$ cat src/rtl/alu_pin_host_if.sv
// Command/response handshake bundle between control logic and the ALU pin host.
// master drives commands and accepts responses; slave is the host itself.
interface alu_pin_host_if;
  logic       cmd_valid;
  logic       cmd_ready;
  logic [1:0] cmd_op;
  logic [2:0] cmd_a;
  logic [2:0] cmd_b;
  logic       rsp_valid;
  logic       rsp_ready;
  logic [5:0] rsp_result;
  logic [5:0] rsp_expected;
  logic       rsp_echo_err;
  logic       rsp_cmp_err;
  logic       rsp_div0;

  modport master (
    output cmd_valid, cmd_op, cmd_a, cmd_b, rsp_ready,
    input  cmd_ready, rsp_valid, rsp_result, rsp_expected, rsp_echo_err, rsp_cmp_err, rsp_div0
  );

  modport slave (
    input  cmd_valid, cmd_op, cmd_a, cmd_b, rsp_ready,
    output cmd_ready, rsp_valid, rsp_result, rsp_expected, rsp_echo_err, rsp_cmp_err, rsp_div0
  );
endinterface

$ cat src/rtl/alu_pin_host.sv
// Host-side initiator for the 8-pin ALU slice: drives {op, b, a} onto the pins, samples the
// result after a settle delay, checks it against a local recomputation and counts errors.
module alu_pin_host #(
  parameter int unsigned SETTLE_CYCLES = 2
) (
  input  logic                 CLK,
  input  logic                 rst_n,
  alu_pin_host_if.slave        bus,
  output logic [7:0]           alu_pins_o,
  input  logic [7:0]           alu_pins_i,
  output logic                 alu_rst_o,
  output logic [15:0]          op_count,
  output logic [7:0]           err_count
);

  typedef enum logic [1:0] {StIdle, StWait, StCapture, StResp} state_e;

  localparam logic [3:0] WaitInit = 4'(SETTLE_CYCLES - 1);

  state_e     state_q;
  logic [3:0] cnt_q;
  logic [1:0] op_q;
  logic [2:0] a_q;
  logic [2:0] b_q;

  logic [7:0] a8;
  logic [7:0] b8;
  logic [5:0] expected;
  logic       div0;

  // Reference result from the latched command, 8-bit intermediates truncated to 6 bits.
  always_comb begin
    a8       = {5'd0, a_q};
    b8       = {5'd0, b_q};
    div0     = 1'b0;
    expected = '0;
    case (op_q)
      2'b00: expected = 6'(a8 + b8);
      2'b01: expected = 6'(a8 - b8);
      2'b10: expected = 6'(a8 * b8);
      2'b11: begin
        if (b_q == 3'd0) begin
          div0 = 1'b1;
        end else begin
          expected = 6'(a8 / b8);
        end
      end
    endcase
  end

  // Holds the ALU in reset until the first clock edge after rst_n releases.
  always_ff @(posedge CLK or negedge rst_n) begin
    if (!rst_n) begin
      alu_rst_o <= 1'b1;
    end else begin
      alu_rst_o <= 1'b0;
    end
  end

  always_ff @(posedge CLK or negedge rst_n) begin
    if (!rst_n) begin
      state_q          <= StIdle;
      cnt_q            <= '0;
      op_q             <= '0;
      a_q              <= '0;
      b_q              <= '0;
      alu_pins_o       <= '0;
      bus.cmd_ready    <= 1'b1;
      bus.rsp_valid    <= 1'b0;
      bus.rsp_result   <= '0;
      bus.rsp_expected <= '0;
      bus.rsp_echo_err <= 1'b0;
      bus.rsp_cmp_err  <= 1'b0;
      bus.rsp_div0     <= 1'b0;
      op_count         <= '0;
      err_count        <= '0;
    end else begin
      case (state_q)
        StIdle: begin
          if (bus.cmd_valid) begin
            op_q          <= bus.cmd_op;
            a_q           <= bus.cmd_a;
            b_q           <= bus.cmd_b;
            alu_pins_o    <= {bus.cmd_op, bus.cmd_b, bus.cmd_a};
            cnt_q         <= WaitInit;
            bus.cmd_ready <= 1'b0;
            state_q       <= StWait;
          end
        end
        StWait: begin
          if (cnt_q == 4'd0) begin
            state_q <= StCapture;
          end else begin
            cnt_q <= cnt_q - 4'd1;
          end
        end
        StCapture: begin
          bus.rsp_result   <= alu_pins_i[5:0];
          bus.rsp_echo_err <= (alu_pins_i[7:6] != op_q);
          bus.rsp_expected <= expected;
          bus.rsp_div0     <= div0;
          bus.rsp_cmp_err  <= !div0 && (alu_pins_i[5:0] != expected);
          bus.rsp_valid    <= 1'b1;
          state_q          <= StResp;
        end
        StResp: begin
          if (bus.rsp_ready) begin
            bus.rsp_valid <= 1'b0;
            op_count      <= op_count + 16'd1;
            if ((bus.rsp_echo_err || bus.rsp_cmp_err) && (err_count != 8'hFF)) begin
              err_count <= err_count + 8'd1;
            end
            bus.cmd_ready <= 1'b1;
            state_q       <= StIdle;
          end
        end
        default: state_q <= StIdle;
      endcase
    end
  end

endmodule

$ cat src/flat_wrapper.sv
// flat-port wrapper written by rule: the top's interface ports become plain ports
module alu_pin_host_flat 
#(
  parameter int unsigned SETTLE_CYCLES = 2
)
  (CLK, rst_n, alu_pins_o, alu_pins_i, alu_rst_o, op_count, err_count, bus_cmd_valid, bus_cmd_op, bus_cmd_a, bus_cmd_b, bus_rsp_ready, bus_cmd_ready, bus_rsp_valid, bus_rsp_result, bus_rsp_expected, bus_rsp_echo_err, bus_rsp_cmp_err, bus_rsp_div0);
  alu_pin_host_if bus_i ();
  input  logic CLK;
  input  logic rst_n;
  output logic [7:0] alu_pins_o;
  input  logic [7:0] alu_pins_i;
  output logic alu_rst_o;
  output logic [15:0] op_count;
  output logic [7:0] err_count;
  input wire logic [$bits(bus_i.cmd_valid)-1:0] bus_cmd_valid;
  input wire logic [$bits(bus_i.cmd_op)-1:0] bus_cmd_op;
  input wire logic [$bits(bus_i.cmd_a)-1:0] bus_cmd_a;
  input wire logic [$bits(bus_i.cmd_b)-1:0] bus_cmd_b;
  input wire logic [$bits(bus_i.rsp_ready)-1:0] bus_rsp_ready;
  output wire logic [$bits(bus_i.cmd_ready)-1:0] bus_cmd_ready;
  output wire logic [$bits(bus_i.rsp_valid)-1:0] bus_rsp_valid;
  output wire logic [$bits(bus_i.rsp_result)-1:0] bus_rsp_result;
  output wire logic [$bits(bus_i.rsp_expected)-1:0] bus_rsp_expected;
  output wire logic [$bits(bus_i.rsp_echo_err)-1:0] bus_rsp_echo_err;
  output wire logic [$bits(bus_i.rsp_cmp_err)-1:0] bus_rsp_cmp_err;
  output wire logic [$bits(bus_i.rsp_div0)-1:0] bus_rsp_div0;
  assign bus_i.cmd_valid = bus_cmd_valid;
  assign bus_i.cmd_op = bus_cmd_op;
  assign bus_i.cmd_a = bus_cmd_a;
  assign bus_i.cmd_b = bus_cmd_b;
  assign bus_i.rsp_ready = bus_rsp_ready;
  assign bus_cmd_ready = bus_i.cmd_ready;
  assign bus_rsp_valid = bus_i.rsp_valid;
  assign bus_rsp_result = bus_i.rsp_result;
  assign bus_rsp_expected = bus_i.rsp_expected;
  assign bus_rsp_echo_err = bus_i.rsp_echo_err;
  assign bus_rsp_cmp_err = bus_i.rsp_cmp_err;
  assign bus_rsp_div0 = bus_i.rsp_div0;
  alu_pin_host #(.SETTLE_CYCLES(SETTLE_CYCLES)) u_core (.CLK(CLK), .rst_n(rst_n), .bus(bus_i), .alu_pins_o(alu_pins_o), .alu_pins_i(alu_pins_i), .alu_rst_o(alu_rst_o), .op_count(op_count), .err_count(err_count));
endmodule
$ cat config.mk
export PLATFORM = sky130hd
export DESIGN_NAME = alu_pin_host_flat
export DESIGN_NICKNAME = d
export VERILOG_FILES = /design/src/rtl/alu_pin_host_if.sv /design/src/rtl/alu_pin_host.sv /design/src/flat_wrapper.sv
export SDC_FILE = /design/constraint.sdc
export NUM_CORES = 1
export LEC_CHECK = 0
export CAP_MARGIN = 15
export CORE_ASPECT_RATIO = 1.1
export CORE_MARGIN = 2
export CORE_UTILIZATION = 40
export DETAILED_ROUTE_END_ITERATION = 8
export SLEW_MARGIN = 20
export SYNTH_ARGS = -nofsm -noshare
export SYNTH_HDL_FRONTEND = slang
export SYNTH_SLANG_ARGS = --single-unit
$ cat constraint.sdc
create_clock -name CLK -period 13.4 [get_ports CLK]
set_input_delay 2.01 -clock CLK [delete_from_list [all_inputs] [get_ports CLK]]
set_output_delay 2.01 -clock CLK [all_outputs]
set_load 0.02 [all_outputs]
==> impl_metrics.env <==
export IMPL_clockRootBuffer="clkbuf_16"
export IMPL_die_h_um=114
export IMPL_synth_warnings=0
export IMPL_areaGrowthSynthToFinish_pct=22.2
export IMPL_nets=584
export IMPL_vias_per_cell=5.36
export IMPL_gp_congestion=0.865
export IMPL_hold_viol_final=0
export IMPL_drc=0
export IMPL_ys_seq_area_share_pct=32.2
export IMPL_status="completed"
export IMPL_path_clk_slew_ns=0.08
export IMPL_slew_headroom_pct=44.1
export IMPL_cap_viol_max_count=0
export IMPL_worst_slew_pin_slew_ns=0.837
export IMPL_crit_type="flip-flop to flip-flop"
export IMPL_synth_avg_cell_area_sq_um=9.69
export IMPL_fp_dieW_um=104
export IMPL_antenna_found_initial=0
export IMPL_max_stage_delay_ns=0.57
export IMPL_critical_path_arrival_ns=11.19
export IMPL_n_fill_cell=967
export IMPL_skew_ns=0.0150
export IMPL_ioPinCount=70
export IMPL_crit_slowest_cell="dfrtp_1"
export IMPL_r2r_cells=44
export IMPL_cts_resized_gates=0
export IMPL_setup_ws_ns=2.40
export IMPL_grt_max_degree=57
export IMPL_r2r_start="u_core.alu_pins_o[3]"
export IMPL_final_antenna_net_count=0
export IMPL_min_path_type="flip-flop to flip-flop"
export IMPL_grt_pass1_vias=3665
export IMPL_wire_per_inst_um=16.1
export IMPL_dpl_hpwl_mm=8.34
export IMPL_fmaxAchievable_mhz=90.9
export IMPL_drt_first_pass_iters=4
export IMPL_cts_setup_buffers=0
export IMPL_r2r_end="u_core.bus.rsp_expected[0]"
export IMPL_synth_edf_count=0
export IMPL_cts_made_buffers=5
export IMPL_vias=3552
export IMPL_period_share_pct=82.1
export IMPL_synth_top_flop_cell="dfrtp_1"
export IMPL_dieArea_sq_um=11800
export IMPL_cts_tree="yes"
export IMPL_startpoint_type="flip-flop"
export IMPL_grt_pass1_wl_mm=18.1
export IMPL_rows=39
export IMPL_finalMaxSlewViolations=0
export IMPL_clock_latency_ns=0.30
export IMPL_pre_cts_ws_ns=2.49
export IMPL_core_area_sq_um=10500
export IMPL_crit_required_ns=13.59
export IMPL_syn_inst=450
export IMPL_async_flop_share_pct=100
export IMPL_postCtsHoldBufs=0
export IMPL_final_util_pct=50.8
export IMPL_clockBufferDepth=2
export IMPL_end_kind="flip-flop"
export IMPL_grt_overflow_total=0
export IMPL_r2r_slack_ns=2.40
export IMPL_setup_viol=0
export IMPL_whs_path_depth=1
export IMPL_post_route_min_period_ns=11.00
export IMPL_synth_cell_types=72
export IMPL_rsz0062_at_grt="no"
export IMPL_worstPathMaxFanout=11
export IMPL_cpMostUsedCell="ha_1"
export IMPL_whs_endpoint="u_core.op_count[15]"
export IMPL_min_from="u_core.op_count[15]"
export IMPL_setup_tns_final_ns=0
export IMPL_grt_use_total_pct=18.9
export IMPL_drive_gt1_share_pct=12.3
export IMPL_drt_initial_drc_count=161
export IMPL_clock_sinks=56
export IMPL_wl_mm=10.6
export IMPL_synth_seq_cells=56
export IMPL_antenna_cells=0
export IMPL_io_buffers=69
export IMPL_initial_core_util_pct=41.6
export IMPL_syn_cell_area_sq_um=4360
export IMPL_h_tree_depth=2
## worst max path at each step
stage                              start                         end  slack [ns]  depth (start not counted)
finish              u_core.alu_pins_o[3]  u_core.bus.rsp_expected[0]        2.40                         44
global route        u_core.alu_pins_o[3]      u_core.bus.rsp_cmp_err        1.32                         45
CTS                 u_core.alu_pins_o[3]  u_core.bus.rsp_expected[0]        2.43                         44
detailed placement  u_core.alu_pins_o[3]  u_core.bus.rsp_expected[0]        2.49                         44
global placement    u_core.alu_pins_o[3]  u_core.bus.rsp_expected[0]        2.89                         44
floorplan           u_core.alu_pins_o[3]  u_core.bus.rsp_expected[0]        3.43                         45
## synthesized netlist by cell type, types with 2 or more instances
master    number  area (sq um)
nor2b_1        5          31.3
or4_4          2          22.5
mux2_2        22           248
a31o_2         2          17.5
a41o_1         2          20.0
xor2_1        13           114
nand2b_1      10          62.6
nor3_1        10          50.1
or3_1          5          31.3
o221a_2        2          22.5
dfstp_2        2          52.6
nand2_1       30           113
fa_1           4          80.1
xnor2_1       22           193
o221ai_1       4          35.0
o21a_1         6          45.0
or2b_2         2          17.5
nor4_1         2          12.5
nor2_1        33           124
mux2i_1        6          60.1
ha_1          41           513
a21o_1         2          15.0
a31oi_1        7          43.8
and3_1         3          18.8
buf_6          3          33.8
nand4_1       12          75.1
nor3_2         3          30.0
clkbuf_1       7          26.3
inv_1         25          93.8
a21oi_1       18          90.1
nand3_1       12          60.1
a211oi_1       4          30.0
and2_1         4          25.0
o21ai_0       24           120
conb_1         2          7.51
o22ai_1        3          18.8
o21ai_1        2          10.0
dfrtp_1       54          1350
o211ai_1       4          30.0
or2_1          2          12.5
nor4_2         3          37.5
## layout by cell type, fill, tap and decap left out, types with 7 or more instances in the layout
cell / netlist / final
a31oi_1: 7 / 7
dfrtp_1: 54 / 54
mux2_2: 22 / 22
nand4_1: 12 / 12
xor2_1: 13 / 13
nor3_1: 10 / 10
nor2_1: 33 / 33
nand2b_1: 10 / 10
clkdlybuf4s50_1: 0 / 68
nand2_1: 30 / 30
o21ai_0: 24 / 24
xnor2_1: 22 / 22
a21oi_1: 18 / 18
ha_1: 41 / 41
nand3_1: 12 / 12
inv_1: 25 / 25
## flip-flops by register name, summed over array words and instances, names as in the netlist
register                 flops
u_core.a_q                   2
u_core.alu_rst_o             1
u_core.bus.rsp_result        6
u_core.bus.rsp_expected      6
u_core.op_count             16
u_core.bus.rsp_valid         1
u_core.err_count             8
u_core.bus.rsp_cmp_err       1
u_core.bus.rsp_echo_err      1
u_core.op_q                  1
u_core.state_q               2
u_core.bus.rsp_div0          1
u_core.bus.cmd_ready         1
u_core.alu_pins_o            5
u_core.cnt_q                 4
## critical path, delay by kind of cell (launching register included)
family,cells,cell delay (ns)
muxes,3,0.89
AOI/OAI and AO/OA,17,3.59
adders and majority gates,8,2.38
and+or+nand+nor,14,3.05
DFF,1,0.57
buffers and inverters,1,0.21
xor gates and xnor gates,1,0.18
## layout make-up
cell class	instances	area, sq um	share of cell area [%]
flip-flops and latches	56	1400	26.3
multi-input cells	360	2810	52.6
well taps	143	179	3.36
clock buffers	5	125	2.35
inverters	25	93.8	1.76
repair buffers	71	701	13.1
clock inverters	3	21.3	0.399
## kinds of logic (layout without fill, tap and decap cells)
family                     count (synthesis)  after routing  share of synthesized area [%]
muxes                                     29             29                           7.40
buffers and inverters                     37            104                           3.73
AOI/OAI and AO/OA                         99             99                           17.0
other                                      2              5                          0.172
adders and majority gates                 45             45                           13.6
xor gates and xnor gates                  36             36                           7.66
DFF                                       56             56                           32.2
and+or+nand+nor                          146            146                           18.3
## metal layers
layer,track usage (%),vias to the layer above,part of all wire [%]
li1,-,1763,-
met4,6.94,0,2.3
met5,0,-,0
met1,23.4,1677,45
met3,3.66,19,4.4
met2,32.8,93,49
## per-stage QoR
step | hold WS, ns | instance area (sq um) | cells
floorplan | 0.479 | 4370 | 453
global placement | 0.462 | 5180 | 655
detailed placement | 0.463 | 5180 | 655
CTS | 0.476 | 5330 | 663
global route | 0.491 | 5330 | 663
finish | 0.479 | 5330 | 663
Power is left out: the tool's default activity adds up to more than one toggle a clock period on the data nets, which glitch-free logic cannot reach.
